## src/rtl/gmii_tx_framer.sv

```systemverilog
// GMII transmit framer: byte stream in, preamble/SFD/payload/[pad]/FCS/IFG out, one byte per clock.
// Optional minimum-size zero padding is built when GMII_TX_PAD_EN is defined.
module gmii_tx_framer #(
  parameter int PREAMBLE_LEN = 7,
  parameter int MIN_FRAME    = 60,
  parameter int IFG_BYTES    = 12
) (
  input  logic       gmii_tx_clk,
  input  logic       reset_n,
  input  logic [7:0] s_data,
  input  logic       s_valid,
  input  logic       s_last,
  input  logic       s_err,
  output logic       s_ready,
  output logic [7:0] gmii_txd,
  output logic       gmii_tx_en,
  output logic       gmii_tx_er,
  output logic       busy
);

  // The state names the byte currently on the wire; the last payload byte is
  // shown while already in PAD/FCS, and the underrun error byte while in ABORT.
  localparam logic [2:0] IDLE  = 3'd0;
  localparam logic [2:0] PRE   = 3'd1;
  localparam logic [2:0] SFD   = 3'd2;
  localparam logic [2:0] DATA  = 3'd3;
  localparam logic [2:0] PAD   = 3'd4;
  localparam logic [2:0] FCS   = 3'd5;
  localparam logic [2:0] ABORT = 3'd6;
  localparam logic [2:0] IFG   = 3'd7;

`ifdef GMII_TX_PAD_EN
  localparam bit PAD_EN = 1'b1;
`else
  localparam bit PAD_EN = 1'b0;
`endif

  localparam logic [11:0] MIN_LEN  = 12'(MIN_FRAME);
  localparam logic [7:0]  PRE_LAST = 8'(PREAMBLE_LEN);
  localparam logic [7:0]  IFG_LAST = 8'(IFG_BYTES);

  logic [2:0]  state;
  logic [7:0]  cnt;
  logic [10:0] byte_cnt;
  logic [31:0] crc;

  function automatic logic [31:0] crc_next(input logic [31:0] c, input logic [7:0] d);
    logic [31:0] r;
    r = c ^ {24'h0, d};
    for (int i = 0; i < 8; i++) r = r[0] ? ((r >> 1) ^ 32'hEDB88320) : (r >> 1);
    return r;
  endfunction

  assign s_ready = (state == SFD) || (state == DATA);
  assign busy    = (state != IDLE);

  logic        accept;
  logic [10:0] cnt_inc;
  logic        short_frame;
  logic [31:0] crc_data;
  logic [31:0] fcs;
  logic [7:0]  fcs_byte;

  assign accept      = s_ready & s_valid;
  assign cnt_inc     = (byte_cnt == 11'h7FF) ? byte_cnt : byte_cnt + 11'd1;
  assign short_frame = ({1'b0, cnt_inc} < MIN_LEN);
  assign crc_data    = crc_next(crc, s_data);
  assign fcs         = ~crc;
  assign fcs_byte    = 8'(fcs >> {cnt[1:0], 3'b000});

`ifdef GMII_TX_PAD_EN
  logic [31:0] crc_pad;
  assign crc_pad = crc_next(crc, 8'h00);
`endif

  always_ff @(posedge gmii_tx_clk or negedge reset_n) begin
    if (!reset_n) begin
      state      <= IDLE;
      cnt        <= 8'd0;
      byte_cnt   <= 11'd0;
      crc        <= 32'hFFFF_FFFF;
      gmii_txd   <= 8'h00;
      gmii_tx_en <= 1'b0;
      gmii_tx_er <= 1'b0;
    end else begin
      // NOTE: idle defaults first, overridden below; with non-blocking
      // assignments the last write in the block wins, so no branch can leave a
      // stale byte on the wire.
      gmii_txd   <= 8'h00;
      gmii_tx_en <= 1'b0;
      gmii_tx_er <= 1'b0;
      case (state)
        IDLE: begin
          byte_cnt <= 11'd0;
          crc      <= 32'hFFFF_FFFF;
          cnt      <= 8'd1;
          if (s_valid) begin
            state      <= PRE;
            gmii_txd   <= 8'h55;
            gmii_tx_en <= 1'b1;
          end
        end
        PRE: begin
          gmii_tx_en <= 1'b1;
          if (cnt < PRE_LAST) begin
            gmii_txd <= 8'h55;
            cnt      <= cnt + 8'd1;
          end else begin
            gmii_txd <= 8'hD5;
            state    <= SFD;
          end
        end
        SFD, DATA: begin
          gmii_tx_en <= 1'b1;
          if (accept) begin
            gmii_txd   <= s_data;
            gmii_tx_er <= s_err;
            crc        <= crc_data;
            byte_cnt   <= cnt_inc;
            if (s_last) begin
              cnt   <= 8'd0;
              state <= (PAD_EN && short_frame) ? PAD : FCS;
            end else begin
              state <= DATA;
            end
          end else begin
            gmii_tx_er <= 1'b1;
            state      <= ABORT;
          end
        end
`ifdef GMII_TX_PAD_EN
        PAD: begin
          gmii_tx_en <= 1'b1;
          crc        <= crc_pad;
          byte_cnt   <= cnt_inc;
          cnt        <= 8'd0;
          if ({1'b0, cnt_inc} >= MIN_LEN) state <= FCS;
        end
`endif
        FCS: begin
          if (cnt < 8'd4) begin
            gmii_txd   <= fcs_byte;
            gmii_tx_en <= 1'b1;
            cnt        <= cnt + 8'd1;
          end else begin
            cnt   <= 8'd1;
            state <= IFG;
          end
        end
        ABORT: begin
          cnt   <= 8'd1;
          state <= IFG;
        end
        IFG: begin
          if (cnt < IFG_LAST) cnt <= cnt + 8'd1;
          else state <= IDLE;
        end
        default: state <= IDLE;
      endcase
    end
  end

endmodule

```

## config.mk

```make
export PLATFORM = sky130hd
export DESIGN_NAME = gmii_tx_framer
export DESIGN_NICKNAME = d
export VERILOG_FILES = /design/src/rtl/gmii_tx_framer.sv
export SDC_FILE = /design/constraint.sdc
export NUM_CORES = 1
export LEC_CHECK = 0
export ABC_AREA = 1
export CAP_MARGIN = 20
export CORE_ASPECT_RATIO = 1.1
export CORE_MARGIN = 10
export CORE_UTILIZATION = 39
export CTS_BUF_LIST = sky130_fd_sc_hd__clkbuf_4
export CTS_CLUSTER_SIZE = 10
export DETAILED_ROUTE_END_ITERATION = 10
export PLACE_DENSITY_LB_ADDON = 0.15
export SLEW_MARGIN = 15
export SYNTH_ARGS = -nofsm -noshare
export SYNTH_HDL_FRONTEND = slang
export SYNTH_SLANG_ARGS = --single-unit
```

## constraint.sdc

```tcl
create_clock -name gmii_tx_clk -period 2.45 [get_ports gmii_tx_clk]
set_input_delay 0.245 -clock gmii_tx_clk [delete_from_list [all_inputs] [get_ports gmii_tx_clk]]
set_output_delay 0.245 -clock gmii_tx_clk [all_outputs]
set_load 0.03 [all_outputs]
```

; Word level (Yosys, flattened, before mapping)
; Index checks and enable logic that the tools add are counted.
[word_totals]
romBits = 0
regBits = 53
latchBits = 0
ramBits = 0
wordCells = 80
output_inout_bits = 12
mem_count = 0
[classes]
n_shift = 1
n_reduce_logical = 11
bitwise_logic = 11
n_div = 0
add_sub_neg = 1
n_lt_le_gt_ge = 3
muxes = 33
mul = 0
n_eq_ne = 14
[op_table]
columns = operator, n
row1 = two-way mux 32 bit, 9
row2 = NOT 13 -> 14 bit, 8
row3 = two-way mux 8 bit, 8
row4 = one-hot mux 32 bit (2 select lines), 1
row5 = one-hot mux 8 bit (5 select lines), 1
row6 = NOT 32 bit, 1
row7 = one-hot mux 8 bit (4 select lines), 1
row8 = right shift 32 x 5 -> 8 bit, 1
row9 = XOR 32 x 8 -> 32 bit, 1
row10 = two-way mux 3 bit, 6
row11 = one-hot mux 3 bit (6 select lines), 1
row12 = "< comparator 8 x 3 -> 1 bit, second input constant", 2
row13 = "inequality test 2 bit, second input constant", 8
row14 = "equality test 3 bit, second input constant", 3
row15 = "adder 8 x 1 -> 8 bit, second input constant", 1
row16 = "< comparator 8 x 4 -> 1 bit, second input constant", 1
row17 = two-way mux 7 bit, 1
row18 = "equality test 3 x 2 -> 1 bit, second input constant", 2
row19 = AND reduction 5 bit, 1
row20 = nonzero test 5 bit, 1
row21 = two-way mux 1 bit, 4
row22 = AND reduction 4 bit, 1
row23 = OR reduction 2 bit, 2
row24 = "equality test 3 x 1 -> 1 bit, second input constant", 1
row25 = 8 further kinds, 8

; Depth between registers and ports, before layout
; Gate-level depths: netlist (run 1).
[depth]
depth_word = 19
mapped_depth = 14
depth_no_buf = 13

; Least setup slack after synthesis (run 1)
; Ideal clock, no wire load.
[synth_path]
kind = reg2reg
start = register crc[1]
end = register crc[29]
arrival_time_ns = 1.541
path_stages_with_launch = 10
setup_ns = 0.076
setup_slack_ns = 0.832
n_path_buf = 1
path_cell_list = dfstp_2 > inv_1 > nand2_1 > nand2_2 > buf_6 > xor2_1 > nor2_2 > o21ai_0 > a21oi_1 > nor2_1
[synth_via]
elab_chain_len = 11
[synth_lines]
columns = element, line_no
row1 = "start, declared", 45  ; logic [31:0] crc;
row2 = "start signal, assigned", 118  ; crc <= crc_data;
row3 = XOR 32 x 8 -> 32 bit, 49  ; r = c ^ {24'h0, d};
row4 = two-way mux 32 bit (8 in series), 50  ; for (int i = 0; i < 8; i++) r = r[0] ? ((r >> 1) ^ 32'hEDB88320) : (r >> 1);
row5 = two-way mux 32 bit, 115  ; if (accept) begin
row6 = one-hot mux 32 bit (2 select lines), 92  ; case (state)
; Every way passes these cells. The select of a mux whose other input is x is not followed.
; A chain may end at the register's enable or synchronous reset.

; Worst setup path after layout (run 1)
[layout_path]
start = register state[2]
end = output busy
[layout_via]
elab_chain_len = 1
[layout_lines]
columns = element, line_no
row1 = "start, declared", 42  ; logic [2:0] state;
row2 = "start signal, assigned", 122  ; state <= (PAD_EN && short_frame) ? PAD : FCS;
row3 = nonzero test 3 bit, 55  ; assign busy = (state != IDLE);
row4 = "end, declared", 18  ; output logic busy
; Every way passes these cells.

==> results_dict.tcl, run 1 <==
set metrics [dict create \
    num_io_pins 25 \
    cp-start-kind "register" \
    ys_seq_area_frac 0.3824 \
    finalSetupTns_ps 0 \
    ys_warn_count 0 \
    crit_type "reg -> out" \
    cp_slowest_cell "clkdlybuf4s50_1" \
    first_pass_iters 4 \
    whs_ps 405.4 \
    numCtsBuffers 5 \
    register_area_um2 1366 \
    die_area_um2 13400 \
    path_max_fanout 6 \
    period_share 0.8575 \
    ir_drop_mv 0.3190 \
    yosysTopAreaCell "dfstp_2" \
    pwr-share-comb 0.633 \
    layout.nets 524 \
    num_vias 3262 \
    preCtsSetupSlack_ps 203.4 \
    place.detailed.hpwl_um 7402 \
    slew_viol_final 0 \
    cts_tree "done" \
    drc 0 \
    finalPower_mw 5.584 \
    clock_path_buffers 2 \
    netlist_area_um2 3573 \
    antenna_found_initial 0 \
    num_rows 36 \
    grt_pass1_wl_um 16570 \
    hold_violations 0 \
    worstRegToRegCells 8 \
    min_period_ps 2101 \
    die_h_um 120.4 \
    avgViaCountPerCell 5.219 \
    finClkSkew_ps 28.58 \
    cts.sinks 53 \
    yosys-top-cells-area "dfstp_2 (24%), dfrtp_1 (15%), nand2_1 (11%), inv_1 (8.0%), nand3_1 (6.2%)" \
    syn_inst 479 \
    synth_top_flop_cell "dfstp_2" \
    io_buffers 24 \
    cp-end-kind "primary output" \
    synth_cell_type_count 40 \
    die_w_um 111.3 \
    crit_arrival_ps 1860 \
    cp_cell_sequence "nor2_1, nand2_1, clkdlybuf4s50_1" \
    postPlaceCellArea_um2 3961 \
    rsz0062_at_grt "false" \
    layoutNonFillerInstCount 625 \
    status "finished clean" \
    ant_nets 0 \
    core_area_um2 8919 \
    start_util 0.4007 \
    drive_gt1_frac 0.1546 \
    power.density_nw_per_um2 1386 \
    power.switching_mw 2.835 \
    setup_viol 0 \
    p_leak_nw 1.943 \
    routedWlPerCell_um 16.02 \
    syn_area_per_cell_um2 7.460 \
    hold_path_class "in -> reg" \
    async_reset_ff_frac 1.000 \
    sw_frac_of_total 0.5077 \
    cts_root_buf "clkbuf_4" \
    p_int_mw 2.749 \
    worstMarginPinSlew_ps 730.0 \
    final_area_um2 4028 \
    antenna_cells 0 \
    grt_overflow 0 \
    crit_required_ps 2200 \
    drv_cap 0 \
    synth_edf_count 0 \
    clk_pin_slew_worst_paths_ps 160 \
    fill_cells 922 \
    final_util 0.4516 \
    hold_depth 3 \
    dr.first_iter.drc_count 182 \
    dp_cells 616 \
    synth_seq_cells 53 \
    sequentialPowerShare 0.290 \
    synth_top_area_frac 0.2353 \
    clock_latency_ps 400 \
    multi_input_area_um2 1842 \
    clkPwrFrac 0.077 \
    area_growth_pct 12.71 \
    syn_nets 493 \
    wl_um 10010 \
    first_global_vias 3227 \
    gp_congestion 0.9024 \
    fmax_mhz 476.0 \
    slew_headroom 0.5134 \
    htreeDepth 2 \
    postCtsSetupRepairBufs 0 \
    worst_slack_ps 349.1 \
    grt_max_degree 31 \
    grt_use_total 0.1510 \
    worst_path_largest_cell_delay_ps 710 \
]
## placed cells by master, fill, tap and decap left out, types with 7 or more instances in the layout
cell type / synthesis / final
inv_1: 76 / 76
xor2_1: 21 / 21
clkbuf_4: 0 / 7
nand2_2: 7 / 7
buf_4: 4 / 10
xnor2_1: 7 / 7
nor2_1: 27 / 27
o22ai_1: 13 / 13
o21ai_1: 9 / 9
dfstp_2: 32 / 32
nand2_1: 102 / 102
nand3_1: 44 / 44
a21oi_1: 26 / 26
dfrtp_1: 21 / 21
clkdlybuf4s50_1: 0 / 23
o21ai_0: 39 / 39
## power by group through the flow
stage / clock (mW) / sequential, mW / combinational (mW)
after floorplan: 0 / 1.69 / 2.49
after global placement: 0 / 1.63 / 3.49
after detailed placement: 0 / 1.64 / 3.52
after CTS: 0.440 / 1.62 / 3.54
after global routing: 0.474 / 1.67 / 3.93
final: 0.427 / 1.62 / 3.54
## worst max-delay path, delay by kind of cell (launching register included)
family / cells / cell delay [ps]
buffers and inverters: 1 / 710
DFF: 1 / 480
and+or+nand+nor: 2 / 260
## area by class of cell
class,instances,share of cell area
multi-input combinational,335,0.4573
clock inverter,1,0.0009320
clock buffer,7,0.01305
sequential,53,0.3392
inverter,80,0.07456
timing repair buffer,35,0.07953
tap,114,0.03541
## path summary, 6_finish.rpt
check                                     startpoint                     to  slack [ps]
worst max register to register    crc[1]$_DFFE_PN1P_    crc[27]$_DFFE_PN1P_         420
worst min-delay path                           s_err   gmii_tx_er$_DFF_PN0_         410
min in group asynchronous                    reset_n  gmii_txd[1]$_DFF_PN0_         420
worst max-delay path            state[2]$_DFFE_PN0P_                   busy         350
max in group asynchronous                    reset_n    crc[18]$_DFFE_PN1P_        1270
worst min register to register   crc[20]$_DFFE_PN1P_    crc[20]$_DFFE_PN1P_         480
## routing by layer
metal | global-route usage | share of wire
met4 | 0.06833 | 0.033
met2 | 0.2518 | 0.46
met3 | 0.02621 | 0.051
met5 | 0 | 0
met1 | 0.1866 | 0.45
## cell families (layout without fill, tap and decap cells)
| family | count (synthesis) | in the layout | synth area share |
|---|---|---|---|
| simple gates | 198 | 198 | 0.2511 |
| compound gates | 101 | 101 | 0.1572 |
| buf+inv | 91 | 123 | 0.1022 |
| flops | 53 | 53 | 0.3824 |
| xor+xnor | 35 | 35 | 0.1036 |
| fa+ha+maj | 1 | 1 | 0.003501 |
## cells in the mapped netlist (5+ instances only)
library cell / instances
inv_1: 76
dfstp_2: 32
o21ai_1: 9
nand2_2: 7
nand3_1: 44
dfrtp_1: 21
xor2_1: 21
nor2_1: 27
nand2_1: 102
xnor2_1: 7
o211ai_1: 5
o21ai_0: 39
xnor2_2: 5
a21oi_1: 26
o22ai_1: 13
clkbuf_1: 5
## flip-flops by register name, summed over array words and instances, names as in the netlist
name        cells
crc            32
gmii_tx_en      1
cnt             8
gmii_tx_er      1
state           3
gmii_txd        8
## repair_timing
item / 4_1_cts / 5_1_grt
hold buffers: 1 / 0
endpoints found under the hold margin: 14 / 0
resized for setup: 0 / 0
No activity file was read; power rests on OpenSTA's default activity.
==> run 2, diff against run 1 <==
--- a/config.mk
+++ b/config.mk
@@ -7,6 +7,8 @@
 export LEC_CHECK = 0
 export ABC_AREA = 1
 export CAP_MARGIN = 20
+export CELL_PAD_IN_SITES_DETAIL_PLACEMENT = 1
+export CELL_PAD_IN_SITES_GLOBAL_PLACEMENT = 1
 export CORE_ASPECT_RATIO = 1.1
 export CORE_MARGIN = 10
 export CORE_UTILIZATION = 39
==> run 2 against run 1 <==
  * Die area is the same
  * Count of clock-buffer cells in the layout shrank 1
  * Sequential power is essentially flat
  * Maximum frequency shrank 1.4%
  * Critical endpoint unchanged
  * Highest routed layer unchanged
==> results_dict.tcl, run 2 (synthesis results as in run 1) <==
set metrics [dict create \
    status "finished clean" \
    largest_reg_flops 32 \
    num_rows 36 \
    io_buffers 24 \
    critPathBufInv 1 \
    final_common_cell "nand2_1" \
    wl_um 11170 \
    drc 0 \
    clock_path_buffers 2 \
    r2r_setup_slack_ps 370 \
    finClkSkew_ps 13.15 \
    layout.nets 523 \
    r2r_start "crc[1]$_DFFE_PN1P_" \
    first_pass_iters 4 \
    core_area_um2 8919 \
    first_global_vias 3579 \
    power.density_nw_per_um2 1429 \
    cp.depth 3 \
    grt_max_degree 33 \
    worstRegToRegCells 8 \
    place.detailed.hpwl_um 8346 \
    crit_arrival_ps 1890 \
    path_max_fanout 6 \
    cts_tree "done" \
    worstMarginPinSlew_ps 723.4 \
    finalSetupTns_ps 0 \
    ant_nets 0 \
    antenna_cells 0 \
    rr_endpoint "crc[27]$_DFFE_PN1P_" \
    grt_overflow 0 \
    dr.first_iter.drc_count 170 \
    crit_family "buffers and inverters" \
    die_w_um 111.3 \
    fmax_mhz 469.2 \
    hold_violations 0 \
    cts.sinks 53 \
    rsz0062_at_grt "false" \
    worst_path_largest_cell_delay_ps 710 \
    cts_resized 0 \
    clock_latency_ps 390 \
    setup_viol 0 \
    final_cell_mix "nand2_1 (102), inv_1 (76), nand3_1 (44)" \
    cp_cell_sequence "nor2_1, nand2_1, clkdlybuf4s50_1" \
    drive_gt1_frac 0.1529 \
    die_area_um2 13400 \
    period_share 0.8698 \
    numCtsBuffers 5 \
    gp_congestion 0.9055 \
    clk_pin_slew_worst_paths_ps 160 \
    final_area_um2 4043 \
    crit_required_ps 2200 \
    cp-start-kind "register" \
    num_io_pins 25 \
    avgViaCountPerCell 5.383 \
    final_util 0.4533 \
    postPlaceCellArea_um2 3954 \
    p_leak_nw 1.947 \
    drv_cap 0 \
    grt_use_total 0.1652 \
    ir_drop_mv 0.5062 \
    top_regs "crc x32, cnt x8, gmii_txd x8" \
    fill_cells 1136 \
    start_util 0.4007 \
    num_vias 3359 \
    htreeDepth 2 \
    top_register "crc" \
    hold_path_class "in -> async" \
    cts_root_buf "clkbuf_4" \
    area_growth_pct 13.13 \
    slew_viol_final 0 \
    die_h_um 120.4 \
    grt_pass1_wl_um 18220 \
    cp_slowest_cell "clkdlybuf4s50_1" \
    crit_type "reg -> out" \
    slew_headroom 0.5178 \
    antenna_found_initial 0 \
    cp-end-kind "primary output" \
    routedWlPerCell_um 17.90 \
    min_period_ps 2131 \
]
## run 2: report_power, final
group | total [mW] | switching, mW | internal [mW]
clock network | 0.529 | 0.305 | 0.224
logic | 3.65 | 2.41 | 1.24
registers | 1.60 | 0.232 | 1.36
total | 5.78 | 2.95 | 2.83
## run 2: cell type report
type,count,area [µm²],area share
Clock buffer,6,45.04,0.01114
Clock inverter,2,33.78,0.008357
Inverter,80,300.3,0.07428
Multi-Input combinational cell,335,1842,0.4556
Sequential cell,53,1366,0.3380
Tap cell,114,142.6,0.03528
Timing Repair Buffer,34,312.8,0.07738
## run 2: layer usage
| layer | share of wire | GRT usage | routed length [µm] | up-vias |
|---|---|---|---|---|
| met2 | 0.52 | 0.2995 | 5763 | 48 |
| met3 | 0.024 | 0.01731 | 270 | 19 |
| li1 | - | - | - | 1606 |
| met5 | 0 | 0 | 0 | - |
| met1 | 0.44 | 0.1982 | 4889 | 1686 |
| met4 | 0.022 | 0.05707 | 246 | 0 |
## run 2: what timing repair did
item | CTS | global route
setup buffers | 0 | 0
hold endpoints to repair | 18 | 0
hold buffers | 1 | 0
## run 2: how the worst max path moves through the flow
stage | to | start
after global routing | busy | state[2]$_DFFE_PN0P_
after CTS | busy | state[2]$_DFFE_PN0P_
after floorplan | crc[29]$_DFFE_PN1P_ | crc[1]$_DFFE_PN1P_
final | busy | state[2]$_DFFE_PN0P_
after detailed placement | crc[29]$_DFFE_PN1P_ | s_data[1]
after global placement | crc[27]$_DFFE_PN1P_ | s_data[1]
## run 2: stage by stage
| stage | total power [mW] | hold WS [ps] | worst slack, ps | instances |
|---|---|---|---|---|
| floorplan | 4.178 | -50.59 | 832.3 | 479 |
| global placement | 5.140 | 353.0 | 181.5 | 615 |
| detailed placement | 5.249 | 349.8 | 206.7 | 615 |
| CTS | 5.796 | 424.4 | 288.4 | 624 |
| global route | 6.267 | 450.2 | 232.5 | 624 |
| finish | 5.777 | 418.3 | 318.9 | 624 |
==> run 3, diff against run 2 <==
==> constraint.sdc (replaced) <==
create_clock -name gmii_tx_clk -period 2.6 [get_ports gmii_tx_clk]
set_input_delay 0.26 -clock gmii_tx_clk [delete_from_list [all_inputs] [get_ports gmii_tx_clk]]
set_output_delay 0.26 -clock gmii_tx_clk [all_outputs]
set_load 0.03 [all_outputs]
==> run 3 against run 2 <==
  * The run now ends with negative hold slack left
  * First-iteration DRC count is 22% lower
  * Non-clock buffer count is 1 higher
  * Combinational power is 6.3% lower
  * Routed wire length is 1.5% lower
  * Register-to-register slack better by 190 ps
==> results_dict.tcl, run 3 (synthesis results as in run 1) <==
set metrics [dict create \
    num_io_pins 25 \
    cp_slowest_cell "clkdlybuf4s50_1" \
    worstRegToRegCells 8 \
    final_util 0.4538 \
    worst_slack_ps 498.0 \
    grt_overflow 0 \
    top_register "crc" \
    crit_required_ps 2340 \
    grt_use_total 0.1616 \
    routedWlPerCell_um 17.61 \
    final_cell_mix "nand2_1 (102), inv_1 (76), nand3_1 (44)" \
    drc 0 \
    whs_ps -21.89 \
    worst_path_largest_cell_delay_ps 710 \
    ant_nets 0 \
    grt_pass1_wl_um 17780 \
    finalPower_mw 5.433 \
    grt_max_degree 39 \
    core_area_um2 8919 \
    finalSetupTns_ps 0 \
    status "complete, but fails checks" \
    cts_root_buf "clkbuf_4" \
    hold_path_class "in -> async" \
    grtUsageMet2 0.3024 \
    layoutNonFillerInstCount 625 \
    slew_headroom 0.3879 \
    cp-end-kind "primary output" \
    clk_pin_slew_worst_paths_ps 170 \
    crit_type "reg -> out" \
    min_period_ps 2102 \
    rr_endpoint "crc[27]$_DFFE_PN1P_" \
    cts.sinks 53 \
    final_common_cell "nand2_1" \
    largest_reg_flops 32 \
    layout.nets 524 \
    io_buffers 24 \
    violations "negative hold slack" \
    gp_congestion 0.8591 \
    cp_cell_sequence "nor2_1, nand2_1, clkdlybuf4s50_1" \
    cts_hold_buf 0 \
    die_w_um 111.3 \
    slew_viol_final 0 \
    htreeDepth 2 \
    wl_um 11010 \
    dp_cells 617 \
    r2r_start "crc[1]$_DFFE_PN1P_" \
    preCtsSetupSlack_ps 339.8 \
    first_pass_iters 4 \
    finClkSkew_ps 20.39 \
    crit_arrival_ps 1840 \
    p_leak_nw 1.952 \
    top_usage_layer "met2" \
    path_max_fanout 6 \
    clock_latency_ps 390 \
    cts_tree "done" \
    hold_violations 13 \
    top_regs "crc x32, cnt x8, gmii_txd x8" \
    dr.first_iter.drc_count 133 \
    grt_util_met1 0.1887 \
    final_area_um2 4048 \
    postCtsSetupRepairBufs 0 \
    setup_viol 0 \
    place.detailed.hpwl_um 8301 \
    period_share 0.8085 \
    num_rows 36 \
    r2r_setup_slack_ps 560 \
    drv_cap 0 \
    power.density_nw_per_um2 1342 \
    area_growth_pct 13.27 \
    start_util 0.4007 \
    antenna_found_initial 0 \
    num_vias 3299 \
    antenna_cells 0 \
    ir_drop_mv 0.4453 \
    drive_gt1_frac 0.1566 \
    die_area_um2 13400 \
    fmax_mhz 475.7 \
    worstMarginPinSlew_ps 918.2 \
    numCtsBuffers 5 \
    avgViaCountPerCell 5.278 \
    postPlaceCellArea_um2 3969 \
    met3_usage 0.01978 \
    cts_resized 0 \
    rsz0062_at_grt "false" \
    die_h_um 120.4 \
    first_global_vias 3436 \
    cp-start-kind "register" \
    clock_path_buffers 2 \
]
==> run 3: how the worst max path moves through the flow <==
stage	endpoint	from	slack, ps	depth (start not counted)
3_5_place_dp	crc[27]$_DFFE_PN1P_	s_data[1]	340	9
4_1_cts	busy	state[2]$_DFFE_PN0P_	480	3
3_3_place_gp	crc[27]$_DFFE_PN1P_	s_data[1]	350	9
2_1_floorplan	crc[29]$_DFFE_PN1P_	crc[1]$_DFFE_PN1P_	980	9
6_report	busy	state[2]$_DFFE_PN0P_	500	3
5_1_grt	crc[27]$_DFFE_PN1P_	crc[1]$_DFFE_PN1P_	380	8
==> run 3: layer usage <==
metal | share of wire | vias to the layer above
met4 | 0.013 | 0
li1 | - | 1606
met3 | 0.042 | 11
met2 | 0.52 | 55
met5 | 0 | -
met1 | 0.42 | 1627
==> run 3: cell type report <==
cell class,count,area [µm²]
clock inverter,2,33.78
sequential,53,1366
inverter,80,300.3
timing repair buffer,35,317.8
clock buffer,6,45.04
fill,1147,4871
tap,114,142.6
multi-input combinational,335,1842
==> run 3: worst max-delay path, delay by kind of cell, from the launching register on <==
family	cells	cell delay [ps]
DFF	1	480
buffers and inverters	1	710
and+or+nand+nor	2	260
==> run 3: where the power goes <==
| part | internal (mW) | switching (mW) | leakage (nW) |
|---|---|---|---|
| registers | 1.29 | 0.225 | 0.609 |
| clock network | 0.211 | 0.288 | 0.0433 |
| logic | 1.18 | 2.24 | 1.30 |
| total | 2.68 | 2.75 | 1.95 |
